[config.mk]
export PLATFORM = sky130hd
export DESIGN_NAME = sb_mem_arbiter
export DESIGN_NICKNAME = d
export VERILOG_FILES = /design/src/rtl/sb_mem_arbiter.sv
export SDC_FILE = /design/constraint.sdc
export NUM_CORES = 1
export LEC_CHECK = 0
export CORE_AREA = 2 2 123 125
export CTS_BUF_LIST = sky130_fd_sc_hd__clkbuf_4 sky130_fd_sc_hd__clkbuf_8
export DETAILED_ROUTE_END_ITERATION = 8
export DIE_AREA = 0 0 125 127
export SLEW_MARGIN = 5
export SYNTH_ARGS = -nofsm -noshare
export SYNTH_HDL_FRONTEND = slang
export SYNTH_SLANG_ARGS = --single-unit
[constraint.sdc]
create_clock -name clk -period 1.8 [get_ports clk]
set_input_delay 0.27 -clock clk [delete_from_list [all_inputs] [get_ports clk]]
set_output_delay 0.27 -clock clk [all_outputs]
set_load 0.02 [all_outputs]
[src/rtl/sb_mem_arbiter.sv]
// Two-master (core, debug system bus) to one-slave arbiter for a req/gnt/rvalid bus.
// In-order responses are steered back to their issuer through a small owner-ID FIFO.
module sb_mem_arbiter #(
  parameter int MaxOutstanding = 2,
  parameter int AddrWidth      = 32,
  parameter int DataWidth      = 32
) (
  input  logic                   clk,
  input  logic                   rst,
  input  logic                   core_req,
  input  logic                   core_we,
  input  logic [AddrWidth-1:0]   core_addr,
  input  logic [DataWidth/8-1:0] core_be,
  input  logic [DataWidth-1:0]   core_wdata,
  output logic                   core_gnt,
  output logic                   core_rvalid,
  output logic [DataWidth-1:0]   core_rdata,
  input  logic                   sb_req,
  input  logic                   sb_we,
  input  logic [AddrWidth-1:0]   sb_addr,
  input  logic [DataWidth/8-1:0] sb_be,
  input  logic [DataWidth-1:0]   sb_wdata,
  output logic                   sb_gnt,
  output logic                   sb_rvalid,
  output logic [DataWidth-1:0]   sb_rdata,
  output logic                   mem_req,
  output logic                   mem_we,
  output logic [AddrWidth-1:0]   mem_addr,
  output logic [DataWidth/8-1:0] mem_be,
  output logic [DataWidth-1:0]   mem_wdata,
  input  logic                   mem_gnt,
  input  logic                   mem_rvalid,
  input  logic [DataWidth-1:0]   mem_rdata,
  output logic                   err_spurious
);

  localparam int PtrW = (MaxOutstanding > 1) ? $clog2(MaxOutstanding) : 1;
  localparam int CntW = $clog2(MaxOutstanding + 1);
  localparam logic OwnerCore = 1'b0;
  localparam logic OwnerSb   = 1'b1;

  typedef enum logic {
    IDLE,
    LOCKED
  } state_e;

  state_e                    state_q, state_d;
  logic                      lock_owner_q, lock_owner_d;
  logic                      last_owner_q, last_owner_d;
  logic [MaxOutstanding-1:0] fifo_q, fifo_d;
  logic [PtrW-1:0]           wr_ptr_q, wr_ptr_d;
  logic [PtrW-1:0]           rd_ptr_q, rd_ptr_d;
  logic [CntW-1:0]           count_q, count_d;
  logic                      full_q, full_d;
  logic                      err_q, err_d;

  logic owner;
  logic owner_req;
  logic transfer;
  logic empty;
  logic pop;
  logic head;

  function automatic logic [PtrW-1:0] ptr_inc(input logic [PtrW-1:0] p);
    if (p == PtrW'(MaxOutstanding - 1)) ptr_inc = '0;
    else                                ptr_inc = p + PtrW'(1);
  endfunction

  // Owner selection and zero-latency request pass-through; full blocks everything.
  always_comb begin
    owner = OwnerCore;
    if (state_q == LOCKED)         owner = lock_owner_q;
    else if (core_req && sb_req)   owner = ~last_owner_q;
    else if (sb_req && !core_req)  owner = OwnerSb;

    owner_req = (owner == OwnerSb) ? sb_req : core_req;
    mem_req   = owner_req & ~full_q;
    transfer  = mem_req & mem_gnt;
    core_gnt  = transfer & (owner == OwnerCore);
    sb_gnt    = transfer & (owner == OwnerSb);

    mem_we    = 1'b0;
    mem_addr  = '0;
    mem_be    = '0;
    mem_wdata = '0;
    if (mem_req) begin
      mem_we    = (owner == OwnerSb) ? sb_we    : core_we;
      mem_addr  = (owner == OwnerSb) ? sb_addr  : core_addr;
      mem_be    = (owner == OwnerSb) ? sb_be    : core_be;
      mem_wdata = (owner == OwnerSb) ? sb_wdata : core_wdata;
    end
  end

  always_comb begin
    state_d      = state_q;
    lock_owner_d = lock_owner_q;
    last_owner_d = transfer ? owner : last_owner_q;
    case (state_q)
      IDLE: begin
        if (mem_req && !mem_gnt) begin
          state_d      = LOCKED;
          lock_owner_d = owner;
        end
      end
      LOCKED: begin
        if (transfer) state_d = IDLE;
      end
      default: state_d = IDLE;
    endcase
  end

  // Owner FIFO: every transfer pushes, every answered rvalid pops the head.
  always_comb begin
    empty    = (count_q == '0);
    pop      = mem_rvalid & ~empty;
    head     = fifo_q[rd_ptr_q];
    fifo_d   = fifo_q;
    wr_ptr_d = wr_ptr_q;
    rd_ptr_d = rd_ptr_q;
    count_d  = count_q;
    if (transfer) begin
      fifo_d[wr_ptr_q] = owner;
      wr_ptr_d         = ptr_inc(wr_ptr_q);
    end
    if (pop) rd_ptr_d = ptr_inc(rd_ptr_q);
    if (transfer && !pop)      count_d = count_q + CntW'(1);
    else if (pop && !transfer) count_d = count_q - CntW'(1);
    full_d = (count_d == CntW'(MaxOutstanding));
    err_d  = err_q | (mem_rvalid & empty);

    core_rvalid = pop & (head == OwnerCore);
    sb_rvalid   = pop & (head == OwnerSb);
    core_rdata  = core_rvalid ? mem_rdata : '0;
    sb_rdata    = sb_rvalid   ? mem_rdata : '0;
    err_spurious = err_q;
  end

  always_ff @(posedge clk or posedge rst) begin
    if (rst) begin
      state_q      <= IDLE;
      lock_owner_q <= OwnerCore;
      last_owner_q <= OwnerSb;
      fifo_q       <= '0;
      wr_ptr_q     <= '0;
      rd_ptr_q     <= '0;
      count_q      <= '0;
      full_q       <= 1'b0;
      err_q        <= 1'b0;
    end else begin
      state_q      <= state_d;
      lock_owner_q <= lock_owner_d;
      last_owner_q <= last_owner_d;
      fifo_q       <= fifo_d;
      wr_ptr_q     <= wr_ptr_d;
      rd_ptr_q     <= rd_ptr_d;
      count_q      <= count_d;
      full_q       <= full_d;
      err_q        <= err_d;
    end
  end

endmodule

# ---- Word level (Yosys, flattened, before mapping)
# Cells that the tools add are included.
dict set report totals {
  output_inout_bits 139
  wordCells 70
  in_bits 176
  reg_bits 11
}
dict set report op_classes {
  n_addsub 4
  mux 26
  n_bitwise 15
  n_reduce_logical 12
  n_lt_le_gt_ge 3
  eq_ne 1
}
# cell count
set ops {}
lappend ops {{2-to-1 mux 32 bit} 6}
lappend ops {{2-to-1 mux 1 bit} 13}
lappend ops {{AND 1 bit} 8}
lappend ops {{2-to-1 mux 4 bit} 2}
lappend ops {{logical AND 1 bit} 6}
lappend ops {{NOT 1 bit} 6}
lappend ops {{logical NOT 1 bit} 4}
lappend ops {{less-than comparator 1 x 2 -> 1 bit (second input constant)} 2}
lappend ops {{2-to-1 mux 2 bit} 2}
lappend ops {{adder 1 bit (second input constant)} 2}
lappend ops {{adder 2 x 1 -> 2 bit (second input constant)} 1}
lappend ops {{bitwise mux 2 bit} 1}
lappend ops {{== test 2 bit (second input constant)} 1}
lappend ops {{logical NOT 2 bit} 1}
lappend ops {{one-hot mux 1 bit (2 select lines)} 1}
lappend ops {{AND reduction 2 bit} 1}
lappend ops {{subtractor 2 x 1 -> 2 bit (second input constant)} 1}
lappend ops {{demux 1 bit (select 1 bit)} 1}
lappend ops {{>= comparator 1 bit (second input constant)} 1}
lappend ops {{bitwise OR 1 bit} 1}

# ---- Longest topological paths before layout
# Gate-level depths: netlist of the first run.
dict set report logic_depth {
  depth_word 13
  depth_mapped 8
  depth_no_buf 7
}

# ---- Worst setup path after synthesis of the first run
# No wires, ideal clock.
dict set report synth_path {
  path_kind {register to output}
  from {reg last_owner_q}
  to {out mem_wdata[24]}
  slack_ns -0.162
  arrival_time_ns 1.692
  required_time_ns 1.530
  path_buffers 2
  stages_incl_launch_ff 8
  cell_sequence {dfstp_2 nand2_1 nand2_1 o21a_1 clkbuf_1 clkbuf_1 nand2_1 a21oi_1}
}
dict set report synth_between {
  elab_chain_cells 6
  elab_cells_between_ends 7
  classes_between {mux (5); bitwise (2)}
}
# item line
set synth_lines {}
lappend synth_lines {{from (decl)} 49} ;# logic last_owner_q, last_owner_d;
lappend synth_lines {{from (signal assigned)} 142} ;# last_owner_q <= OwnerSb;
lappend synth_lines {{from (signal assigned)} 152} ;# last_owner_q <= last_owner_d;
lappend synth_lines {{NOT 1 bit (*)} 73} ;# else if (core_req && sb_req) owner = ~last_owner_q;
lappend synth_lines {{2-to-1 mux 1 bit (*)} 73}
lappend synth_lines {{2-to-1 mux 1 bit (*)} 72} ;# if (state_q == LOCKED) owner = lock_owner_q;
lappend synth_lines {{2-to-1 mux 1 bit} 76} ;# owner_req = (owner == OwnerSb) ? sb_req : core_req;
lappend synth_lines {{AND 1 bit} 77} ;# mem_req = owner_req & ~full_q;
lappend synth_lines {{2-to-1 mux 32 bit (*)} 86} ;# if (mem_req) begin
lappend synth_lines {{to (decl)} 30} ;# output logic [DataWidth-1:0] mem_wdata,
# Mark *: on every way between the ends. The rest lies on a longest branch, timed or not.

# ---- Worst setup path in the final report of the first run
dict set report layout_path {
  from {reg state_q}
  to {out mem_addr[30]}
}
dict set report layout_between {
  elab_chain_cells 4
  elab_cells_between_ends 5
  classes_between {mux (4); bitwise (1)}
}
# item line
set layout_lines {}
lappend layout_lines {{from (decl)} 47} ;# state_e state_q, state_d;
lappend layout_lines {{from (signal assigned)} 150} ;# state_q <= state_d;
lappend layout_lines {{2-to-1 mux 1 bit (*)} 72}
lappend layout_lines {{2-to-1 mux 1 bit} 76}
lappend layout_lines {{AND 1 bit} 77}
lappend layout_lines {{2-to-1 mux 32 bit (*)} 86}
lappend layout_lines {{to (decl)} 28} ;# output logic [AddrWidth-1:0] mem_addr,
# Marks and branches as above.

==> metrics.cfg, run 1 <==
[placed_design]
dp_hpwl_um = 11400
routabilityCongestion = 0.808
place.port_buffers = 314
place_worst_setup_slack_ns = -0.876

[floorplanning]
die_y_um = 127
top_level_ports = 315
rows = 44
die-area_um2 = 15900
core_area_um2 = 14400
die_w_um = 125
start_util_pct = 13.8

[logic_synthesis]
synth_nets = 542
ys_seq_area_share_pct = 13.9
synth_top_area_share_pct = 26.8
synth_most_common_cell = nand2_1
synth_edf_count = 0
synth_top_area_cell = nand2_1
ys_warn_count = 0
synth_cell_types = 32
syn_inst = 365
netlist_area_um2 = 1990
synthTopCellsByCount = nand2_1 (142), a21oi_1 (72), and2_1 (33)
ys_top_cells_by_area = nand2_1 (27%), a21oi_1 (18%), dfrtp_1 (13%)
synthFlopType = dfrtp_1
async_flop_share_pct = 100
ys_ff_latch = 11
post_synth.cell_area_avg_um2 = 5.44

[flow_run]
cap_violations = 0

[run_status]
status = complete, but fails checks
violations = negative setup slack

[final_layout]
drive_above_1_share_pct = 56.7
areaGrowthSynthToFinish_pct = 315
fin_nets = 927
num_antenna_cells = 0

[timing]
drv_slew = 0
setup_tns_ns = -33.96
hold_viol_final = 0
holdWs_ns = 0.324
tightest_slew_ns = 0.435
max_freq_mhz = 450
fin_crit_ns = 2.22
setup_viol = 141
fin_ws_ns = -0.422
finClkSkew_ns = 0.00666
fin_crit_sh_pct = 123
rsz0062_at_grt = yes
slew_headroom_pct = 71.0

[worst_setup_path]
worstPathArrival_ns = 1.95
path_class = flop to output port
crit_required_ns = 1.53
critPathLaunchType = flop
critPathCaptureType = output port
rr_worst_depth = 7
critPathMaxFanout = 8

[routing]
routed_wl_um = 18400
postRouteAntennaNets = 0
via_per_inst = 4.55
drc_errors = 0
firstDrtPassIters = 5
drt_iter0_drc = 139
avgRoutedWirePerCell_um = 19.7
vias = 4243

[clock_tree]
cts_hold_buffers = 0
cts_buffer_depth = 2
cts_max_level = 1
clock_sinks = 11
cts-root-buf = clkbuf_8
cts_tree = yes
worstSkewPairLatency_ns = 0.25
clkTransAtPathRegs_ns = 0.06
numCtsBuffers = 3

[global_route]
grt_usage_pct = 19.7
antenna_found_initial = 0
grt_pass1_vias = 4469
grt_pass1_wl_um = 25000
grt-ovfl-total = 0
grt_max_degree = 35

[pwr]
power_density_nw_per_um2 = 1680
total_leakage_power_uw = 0.00343
peakVddDrop_mv = 0.936

[worst_hold_path]
hold_path.class = input pin to async pin

sequential cells by signal (all words and copies together), names as in the netlist:
signal / flops
err_spurious: 1
rd_ptr_q: 1
last_owner_q: 1
lock_owner_q: 1
count_q: 2
wr_ptr_q: 1
state_q: 1
full_q: 1
fifo_q: 2
worst paths after layout:
path	startpoint	to	slack, ns
min in group clk	err_spurious$_DFF_PP0_	err_spurious$_DFF_PP0_	0.51
worst min-delay path	rst	err_spurious$_DFF_PP0_	0.32
worst min register to register	err_spurious$_DFF_PP0_	err_spurious$_DFF_PP0_	0.51
max in group asynchronous	rst	last_owner_q$_DFFE_PP1N_	1.14
worst max register to register	state_q$_DFF_PP0_	lock_owner_q$_DFFE_PP0P_	-0.17
worst max-delay path	state_q$_DFF_PP0_	mem_addr[30]	-0.42
stage by stage:
| stage | total power (uW) | area [um2] | std cells | utilization [%] |
|---|---|---|---|---|
| after floorplan | 5490 | 2780 | 365 | - |
| after global placement | 8900 | 6310 | 861 | 43.7 |
| after detailed placement | 8990 | 6310 | 861 | 43.7 |
| after CTS | 12600 | 7610 | 914 | 52.8 |
| after global routing | 14400 | 8230 | 933 | 57.1 |
| final | 13800 | 8230 | 933 | 57.1 |
layout by cell type, fill, tap and decap left out, drive strengths merged, types with 2 or more instances in the layout:
| cell type | n |
|---|---|
| a21oi | 72 |
| and2 | 33 |
| and3 | 33 |
| buf | 229 |
| clkbuf | 12 |
| clkdlybuf4s50 | 173 |
| clkinv | 2 |
| dfrtp | 10 |
| dlygate4sd2 | 3 |
| inv | 3 |
| nand2 | 142 |
| nand2b | 2 |
| nor2 | 10 |
| nor3 | 2 |
| o21ai | 2 |
| o31ai | 2 |
| or3 | 2 |
| xnor2 | 4 |
critical path, stage by stage (launching register included):
cell and delay (ns):
dfrtp_1 0.42, and3b_2 0.25, or3_4 0.41, buf_12 0.17
clkbuf_16 0.18, a21oi_4 0.13, buf_6 0.13
timing repair:
item | CTS | global route
gates resized for setup | 818 | 179
setup endpoints to repair | 145 | 144
pin swaps | 29 | 33
gates cloned | 17 | 13
buffers inserted | 32 | 17
layer usage:
layer / up-vias / track usage (%) / share of wire [%]
li1: 1973 / - / -
met1: 2013 / 19.9 / 34
met2: 231 / 41.1 / 57
met3: 26 / 3.85 / 6.4
met4: 0 / 4.44 / 2.3
met5: - / 0 / 0
report_power, final:
part | internal [uW] | total (uW) | switching (uW) | leakage [uW]
Sequential | 372 | 497 | 125 | 0.000126
Clock | 153 | 259 | 106 | 0.0000255
Combinational | 6860 | 13100 | 6230 | 0.00328
Total | 7390 | 13800 | 6460 | 0.00343
final cells by class:
type | count | area (um2)
clock inverters | 1 | 5.00
clock buffers | 3 | 41.3
multi-input cells | 316 | 2800
flip-flops and latches | 11 | 277
inverters | 4 | 27.5
repair buffers | 414 | 4850
fillers | 1185 | 6190
well taps | 184 | 230
cell families (layout without fill, tap and decap cells):
| kind of cell | count (synthesis) | after routing | share of synthesized area [%] |
|---|---|---|---|
| AO/OA/AOI/OAI | 82 | 82 | 22.0 |
| buffers and inverters | 39 | 422 | 8.19 |
| flip-flops | 11 | 11 | 13.9 |
| XOR/XNOR | 4 | 4 | 1.76 |
| adder cells (fa/ha/maj) | 1 | 1 | 0.630 |
| multiplexers | 1 | 1 | 0.504 |
| AND/OR/NAND/NOR | 227 | 228 | 53.0 |
Note: power is estimated with default switching activity, not from simulation.
==> inputs of run 2 (changes only) <==
--- a/config.mk
+++ b/config.mk
@@ -5,6 +5,7 @@
 export SDC_FILE = /design/constraint.sdc
 export NUM_CORES = 1
 export LEC_CHECK = 0
+export CAP_MARGIN = 10
 export CORE_AREA = 2 2 123 125
 export CTS_BUF_LIST = sky130_fd_sc_hd__clkbuf_4 sky130_fd_sc_hd__clkbuf_8
 export DETAILED_ROUTE_END_ITERATION = 8
==> results of run 2 <==
No change in the layout: final DEF, timing and power equal those of run 1.
==> inputs of run 3 (changes only) <==
--- a/config.mk
+++ b/config.mk
@@ -10,6 +10,7 @@
 export CTS_BUF_LIST = sky130_fd_sc_hd__clkbuf_4 sky130_fd_sc_hd__clkbuf_8
 export DETAILED_ROUTE_END_ITERATION = 8
 export DIE_AREA = 0 0 125 127
+export MAX_ROUTING_LAYER = met4
 export SLEW_MARGIN = 5
 export SYNTH_ARGS = -nofsm -noshare
 export SYNTH_HDL_FRONTEND = slang
==> metrics.cfg, run 3 (synthesis results as in run 1) <==
[floorplanning]
die_w_um = 125  ; unchanged
start_util_pct = 13.8  ; unchanged
die-area_um2 = 15900  ; unchanged
rows = 44  ; unchanged
core_area_um2 = 14400  ; unchanged
top_level_ports = 315  ; unchanged
die_y_um = 127  ; unchanged

[timing]
slew_headroom_pct = 71.3  ; +0.34 points
drv_slew = 0  ; unchanged
hold_viol_final = 0  ; unchanged
fin_crit_sh_pct = 123  ; -0.90 points
setup_viol = 141  ; unchanged
tightest_slew_ns = 0.430  ; -0.00504 ns
holdWs_ns = 0.323  ; -0.00104 ns
max_freq_mhz = 453  ; +0.74%
rsz0062_at_grt = yes
fin_ws_ns = -0.406  ; +0.0162 ns
fin_crit_ns = 2.21  ; -0.0162 ns
finClkSkew_ns = 0.00636  ; -0.000304 ns

[global_route]
grt_use_met2_pct = 41.2  ; +0.064 points
grt_use_met3_pct = 3.22  ; -0.63 points
grt_usage_pct = 20.4  ; +0.61 points
grt-ovfl-total = 0  ; unchanged
grt_pass1_wl_um = 25000  ; about the same
grt_pass1_vias = 4467  ; -0.045%
antenna_found_initial = 0  ; unchanged
grt_use_met1_pct = 20.3  ; +0.41 points
top_usage_layer = met2
grt_max_degree = 35  ; unchanged

[worst_setup_path]
critPathLaunchType = flop
worstPathCellList = and3b_2 -> or3_4 -> buf_4 -> buf_12 -> a21oi_4 -> buf_6
crit_required_ns = 1.53  ; about the same
critPathCaptureType = output port
worstPathArrival_ns = 1.94  ; about the same
worst_path_max_delay_cell = dfrtp_1
crit_path_max_incr_delay_ns = 0.42  ; about the same
path_class = flop to output port
critPathMaxFanout = 6  ; -2

[placed_design]
post_dp_cell_area_um2 = 6310  ; unchanged
place_worst_setup_slack_ns = -0.876  ; unchanged
place.port_buffers = 314  ; unchanged
dp_hpwl_um = 11400  ; unchanged
routabilityCongestion = 0.820  ; +1.5%

[routing]
routed_wl_um = 18100  ; -1.3%
postRouteAntennaNets = 0  ; unchanged
drt_iter0_drc = 168  ; +21%
via_per_inst = 4.51  ; -0.84%
drc_errors = 0  ; unchanged
avgRoutedWirePerCell_um = 19.4  ; -1.5%
firstDrtPassIters = 4  ; -1
vias = 4212  ; -0.73%

[flow_run]
cap_violations = 0  ; unchanged

[clock_tree]
cts-root-buf = clkbuf_8
worstSkewPairLatency_ns = 0.25  ; about the same
cts_tree = yes
clock_sinks = 11  ; unchanged
clkTransAtPathRegs_ns = 0.06  ; about the same
cts_hold_buffers = 0  ; unchanged
numCtsBuffers = 3  ; unchanged
cts_buffer_depth = 2  ; unchanged
cts_max_level = 1  ; unchanged

[pwr]
p_switching_uw = 6410  ; -0.71%
power_density_nw_per_um2 = 1680  ; -0.26%
combPwrFrac_pct = 94.5  ; about the same
p_int_uw = 7370  ; -0.18%
finalPower_uw = 13800  ; -0.42%
power_frac_seq_pct = 3.6  ; about the same
peakVddDrop_mv = 1.02  ; +9.2%
total_leakage_power_uw = 0.00343  ; about the same
pwr-share-clk_pct = 1.9  ; about the same
switching_share_pct = 46.5  ; -0.13 points

[final_layout]
areaGrowthSynthToFinish_pct = 314
num_antenna_cells = 0  ; unchanged
design_area_um2 = 8220  ; -0.17%
fin_nets = 928  ; +0.11%
drive_above_1_share_pct = 56.5  ; -0.21 points
final_cell_mix = clkdlybuf4s50_1 (173), buf_6 (156), nand2_1 (118), a21oi_4 (70)
final_common_cell = clkdlybuf4s50_1
reg.largest.list = count_q: 2 flops, fifo_q: 2 flops

[run_status]
violations = negative setup slack
status = complete, but fails checks

[worst_hold_path]
hold_path.class = input pin to async pin

==> run 3: final timing paths <==
check	startpoint	end	slack, ns	cells past startpoint
setup / recovery	state_q$_DFF_PP0_	mem_wdata[30]	-0.41	6
hold / removal	rst	err_spurious$_DFF_PP0_	0.32	2
setup reg to reg	state_q$_DFF_PP0_	lock_owner_q$_DFFE_PP0P_	-0.15	7
hold reg to reg	err_spurious$_DFF_PP0_	err_spurious$_DFF_PP0_	0.49	1
max in group asynchronous	rst	last_owner_q$_DFFE_PP1N_	1.14	2
min in group clk	err_spurious$_DFF_PP0_	err_spurious$_DFF_PP0_	0.49	1
==> run 3: worst max-delay path: cells and delay by family (launching register included) <==
| family | cells | cell delay [ns] |
|---|---|---|
| and+or+nand+nor | 2 | 0.67 |
| DFF | 1 | 0.42 |
| buffers and inverters | 3 | 0.46 |
| AOI/OAI and AO/OA | 1 | 0.13 |
==> run 3: repair_timing <==
action | 4_1_cts | 5_1_grt
cloned | 17 | 12
resized for setup | 818 | 178
pin swaps | 29 | 32
setup buffers | 32 | 19
setup endpoints to repair | 145 | 144
==> run 3: power by group through the flow <==
stage                     Combinational, uW  Sequential [uW]  Clock [uW]
final                                 13000              495         258
after global routing                  13600              508         274
after CTS                             11900              474         268
after detailed placement               8530              459           0
after global placement                 8450              455           0
after floorplan                        5060              436           0
==> run 3: metrics by stage <==
stage               utilization, %  TNS (ns)  std cells
floorplan                        -     -3.87        365
global placement              43.7    -93.01        861
detailed placement            43.7    -94.97        861
CTS                           52.8    -35.22        914
global route                  57.0    -39.51        934
finish                        57.0    -33.22        934
==> run 3: area by class of cell <==
class,instances,area [um2]
multi-input cells,316,2790
inverters,4,27.5
clock buffers,3,41.3
repair buffers,415,4850
fillers,1198,6210
flip-flops and latches,11,277
well taps,184,230
clock inverters,1,5.00
==> run 3: per-layer routing <==
metal	vias up	routed length [um]
met3	25	1020
li1	1974	-
met4	0	397
met2	225	10400
met1	1988	6290
met5	-	0
